### config.mk
export PLATFORM = sky130hd
export DESIGN_NAME = cfs_rx_ctrl
export DESIGN_NICKNAME = d
export VERILOG_FILES = /design/src/rtl/cfs_rx_ctrl.sv
export SDC_FILE = /design/constraint.sdc
export NUM_CORES = 1
export LEC_CHECK = 0
export ABC_AREA = 1
export ABC_CLOCK_PERIOD_IN_PS = 2250
export CAP_MARGIN = 10
export CORE_ASPECT_RATIO = 0.9
export CORE_MARGIN = 5
export CORE_UTILIZATION = 49
export CTS_CLUSTER_DIAMETER = 40
export CTS_CLUSTER_SIZE = 10
export DETAILED_ROUTE_END_ITERATION = 10
export PLACE_DENSITY = 0.93
export SYNTH_ARGS = -nofsm -noshare
export SYNTH_HDL_FRONTEND = slang
export SYNTH_SLANG_ARGS = --single-unit
### constraint.sdc
create_clock -name clk -period 2.25 [get_ports clk]
set_input_delay 0.3375 -clock clk [delete_from_list [all_inputs] [get_ports clk]]
set_output_delay 0.3375 -clock clk [all_outputs]
set_load 0.02 [all_outputs]
### src/rtl/cfs_rx_ctrl.sv
// RX controller: checks MD RX transfers for legality, pushes legal ones into
// the RX FIFO as {size, offset, data} and answers illegal ones with an error.
module cfs_rx_ctrl #(
    parameter int ALGN_DATA_WIDTH = 32,
    localparam int BYTES = ALGN_DATA_WIDTH / 8,
    localparam int ALGN_OFFSET_WIDTH = (ALGN_DATA_WIDTH <= 8) ? 1 : $clog2(BYTES),
    localparam int ALGN_SIZE_WIDTH = $clog2(BYTES) + 1,
    localparam int FIFO_DATA_WIDTH = ALGN_DATA_WIDTH + ALGN_OFFSET_WIDTH + ALGN_SIZE_WIDTH
) (
    input  logic                         clk,
    input  logic                         reset,
    input  logic                         md_rx_valid,
    input  logic [ALGN_DATA_WIDTH-1:0]   md_rx_data,
    input  logic [ALGN_OFFSET_WIDTH-1:0] md_rx_offset,
    input  logic [ALGN_SIZE_WIDTH-1:0]   md_rx_size,
    output logic                         md_rx_ready,
    output logic                         md_rx_err,
    output logic                         push_valid,
    output logic [FIFO_DATA_WIDTH-1:0]   push_data,
    input  logic                         push_ready,
    input  logic                         cnt_drop_clr,
    output logic [7:0]                   cnt_drop
);

    // One extra bit keeps offset+size and BYTES+offset from wrapping.
    localparam int SUMW = ALGN_SIZE_WIDTH + 1;

    typedef enum logic [1:0] {IDLE, PUSH, RESP} state_t;

    state_t                       state, state_nxt;
    logic [SUMW-1:0]              off_ext, size_ext, end_sum, base_sum, divisor;
    logic                         legal;
    logic                         ready_d, err_d, pvalid_d;
    logic [FIFO_DATA_WIDTH-1:0]   pdata_d;
    logic [7:0]                   drop_d;

    always_comb begin
        off_ext  = SUMW'(md_rx_offset);
        size_ext = SUMW'(md_rx_size);
        end_sum  = off_ext + size_ext;
        base_sum = SUMW'(BYTES) + off_ext;
        divisor  = (size_ext == '0) ? SUMW'(1) : size_ext;
        legal    = (size_ext != '0) && (end_sum <= SUMW'(BYTES)) &&
                   ((base_sum % divisor) == '0);
    end

    always_ff @(posedge clk or posedge reset) begin
        if (reset) begin
            state       <= IDLE;
            md_rx_ready <= 1'b0;
            md_rx_err   <= 1'b0;
            push_valid  <= 1'b0;
            push_data   <= '0;
            cnt_drop    <= '0;
        end else begin
            state       <= state_nxt;
            md_rx_ready <= ready_d;
            md_rx_err   <= err_d;
            push_valid  <= pvalid_d;
            push_data   <= pdata_d;
            cnt_drop    <= drop_d;
        end
    end

    always_comb begin
        state_nxt = state;
        case (state)
            IDLE:    if (md_rx_valid) state_nxt = legal ? PUSH : RESP;
            PUSH:    if (push_ready) state_nxt = RESP;
            RESP:    state_nxt = IDLE;
            default: state_nxt = IDLE;
        endcase
    end

    // Next values of the registered outputs.
    always_comb begin
        ready_d  = 1'b0;
        err_d    = 1'b0;
        pvalid_d = 1'b0;
        pdata_d  = push_data;
        drop_d   = cnt_drop;
        case (state)
            IDLE: begin
                if (md_rx_valid) begin
                    if (legal) begin
                        pvalid_d = 1'b1;
                        pdata_d  = {md_rx_size, md_rx_offset, md_rx_data};
                    end else begin
                        ready_d = 1'b1;
                        err_d   = 1'b1;
                        if (cnt_drop != 8'hFF) drop_d = cnt_drop + 8'd1;
                    end
                end
            end
            PUSH: begin
                if (push_ready) ready_d = 1'b1;
                else            pvalid_d = 1'b1;
            end
            default: ;
        endcase
        if (cnt_drop_clr) drop_d = '0;
    end

endmodule

==> results_dict.tcl, run 1 <==
set metrics [dict create \
    outcome "finished, violations left" \
    violations "negative setup slack" \
    final_area_mm2 0.00458 \
    grt_start_max_net_pins 30 \
    avgSynthCellArea_um2 8.41 \
    rsz0062_at_grt "true" \
    synth_area_leaders "dfrtp_1 (48%), nand2_1 (10%), inv_1 (7.6%)" \
    fmax_mhz 357 \
    worstPathArrival_ps 2990 \
    nNetsFinal 497 \
    hold_ws_ps 427 \
    finalCriticalPeriod_ps 2800 \
    io_buffers 89 \
    finalPower_mw 4.40 \
    first_pass_iters 7 \
    cts_tree "yes" \
    layout_common_cells "clkdlybuf4s50_1 (85), dfrtp_1 (50), inv_1 (48), nand2_1 (35), o21ai_2 (30)" \
    cts_hold_buf 0 \
    grt_pass1_vias 2801 \
    start_util_pct 50.3 \
    tns_ps -22710 \
    ant_nets 0 \
    routabilityCongestion 0.841 \
    required_ps 2440 \
    ys_ff_latch 50 \
    wl_um 11900 \
    vias 3021 \
    grt_pass1_wl_um 14100 \
    fin_skew_ps 8.24 \
    crit_path_end_kind "flop" \
    hold_class "in -> reg" \
    setup_ws_ps -549 \
    wl_per_cell_um 23.3 \
    clkLatencyLatePin_ps 320 \
    cts_buffers 5 \
    seqCellArea_mm2 0.00125 \
    layout.cells.non_filler 512 \
    cap_violations 0 \
    die_area_mm2 0.00692 \
    mostFrequentLayoutCell "clkdlybuf4s50_1" \
    clkTransAtPathRegs_ps 110 \
    antenna_cells 0 \
    synth_warnings 0 \
    dpl_cell_area_mm2 0.00379 \
    track_usage_pct 26.6 \
    drc_errors 0 \
    critPathKind "in -> reg" \
    die_y_um 79.4 \
    startpoint_type "input pin" \
    vias_per_cell 5.90 \
    antenna_found_initial 0 \
    yosysUniqueCellTypes 28 \
    setup_viol 50 \
    core_mm2 0.00522 \
    drt_iter0_drc 333 \
    placementRows 25 \
    synth_nets 365 \
    io_pins 90 \
    critPathMaxFanout 9 \
    placed_cells 483 \
    finalHoldViolCount 0 \
    yosysTopAreaCell "dfrtp_1" \
    gr-total-overflow 0 \
    seq_area_frac_synth_pct 47.7 \
    hpwl_um 5170 \
    syn-instance-count 312 \
    multiInputGateArea_mm2 0.00145 \
    leakagePower_nw 2.21 \
    powerDensity_mw_per_mm2 960 \
    fillerInstances 172 \
    drv_slew 0 \
    cts_root_buf "clkbuf_8" \
    worst_pin_slew_ps 645 \
    die_x_um 87.2 \
    min_period_over_period_pct 124 \
    drive_above_1_share_pct 36.0 \
    cts.path.max_buffers 2 \
    clock_sinks 50 \
    syn2layout_area_growth_pct 74.5 \
    h-tree-depth 2 \
    maxSlewHeadroom_pct 56.9 \
    max-vdd-ir-drop_v 0.000673 \
    syn-cell-area_mm2 0.00263 \
    synth_top_area_share_pct 47.7 \
]
[where the power goes]
| group | switching (mW) | internal [mW] | total, mW |
|---|---|---|---|
| clock | 0.344 | 0.249 | 0.593 |
| sequential | 0.325 | 1.21 | 1.53 |
| combinational | 1.19 | 1.08 | 2.27 |
| total | 1.86 | 2.54 | 4.40 |
[path summary, 6_finish.rpt]
check,startpoint,end,slack (ps),depth (start not counted)
setup / recovery,md_rx_size[2],push_data[14],-550,25
hold / removal,md_rx_size[0],push_data[34],430,4
setup reg to reg,cnt_drop[1],cnt_drop[6],290,9
hold reg to reg,push_data[24],push_data[24],510,2
max in group asynchronous,reset,push_data[36],1260,3
min in group asynchronous,reset,push_data[12],440,2
[metrics by stage]
stage / utilization [%] / setup WS (ps)
5_1_grt: 87.7 / -651
2_1_floorplan: - / -341
6_report: 87.7 / -549
3_5_place_dp: 72.6 / -1130
4_1_cts: 81.2 / -321
3_3_place_gp: 72.6 / -985
[synthesized netlist by cell type (all sizes together)]
| cell type | instances |
|---|---|
| nor3 | 3 |
| buf | 5 |
| clkinv | 1 |
| dfrtp | 50 |
| nand3 | 19 |
| xnor2 | 2 |
| o21bai | 1 |
| nor2 | 19 |
| nand3b | 2 |
| conb | 1 |
| fa | 2 |
| a21oi | 3 |
| ha | 9 |
| clkbuf | 5 |
| nand2 | 76 |
| xor2 | 5 |
| nand4 | 12 |
| inv | 57 |
| o21ai | 40 |
[sequential cells by signal (all words and copies together), names as in the netlist]
register     cells
cnt_drop         8
md_rx_err        1
md_rx_ready      1
push_data       37
push_valid       1
state            2
[worst max-delay path, cell delays in order]
cell and delay [ps]:
buf_8 100, nor2_4 130, nor2_4 50, inv_2 70
ha_4 210, nor2_4 120, nand2_2 70, nand2_4 90
nand2_2 60, nand2_2 60, nand2_2 70, inv_2 80
ha_4 210, inv_2 60, o21bai_1 60, nor2_1 150
nor2_1 60, nand2_1 90, inv_2 60, nor2_4 160
nand4_4 150, buf_12 190, buf_12 160, nand2_1 70
o21ai_1 100
[layout make-up]
type | count | area share [%]
inverter | 58 | 4.75
clock buffer | 6 | 1.80
tap | 67 | 1.83
multi-input combinational | 194 | 31.7
timing repair buffer | 135 | 32.3
sequential | 50 | 27.3
clock inverter | 2 | 0.273
[cells by family (layout without fill, tap and decap cells)]
family | count (synthesis) | after routing | share of synthesized area (%)
xor gates and xnor gates | 7 | 7 | 2.34
DFF | 50 | 50 | 47.7
buffers and inverters | 68 | 201 | 11.2
and+or+nand+nor | 131 | 131 | 23.2
other | 1 | 1 | 0.143
AOI/OAI and AO/OA | 44 | 44 | 9.63
adders and majority gates | 11 | 11 | 5.82
[layer usage]
layer	track usage [%]	part of all wire [%]	wire length (um)	up-vias
met5	0	0	0	-
met4	7.21	4.7	561	0
met3	5.06	9.5	1140	60
met2	48.8	50	5900	260
met1	31.5	36	4310	1457
li1	-	-	-	1244
[repair_timing]
action / CTS / global route
endpoints found under the setup margin: 50 / 50
setup buffers: 9 / 5
pin swaps: 14 / 19
gates resized for setup: 63 / 60
gates cloned: 5 / 3
Power figures use the tool's default switching activity.
==> inputs of run 2 (changes only) <==
--- a/config.mk
+++ b/config.mk
@@ -15,6 +15,7 @@
 export CTS_CLUSTER_SIZE = 10
 export DETAILED_ROUTE_END_ITERATION = 10
 export PLACE_DENSITY = 0.93
+export SLEW_MARGIN = 0
 export SYNTH_ARGS = -nofsm -noshare
 export SYNTH_HDL_FRONTEND = slang
 export SYNTH_SLANG_ARGS = --single-unit
==> results of run 2 <==
Same layout as run 1: the final DEF is identical, and so are final timing and power.
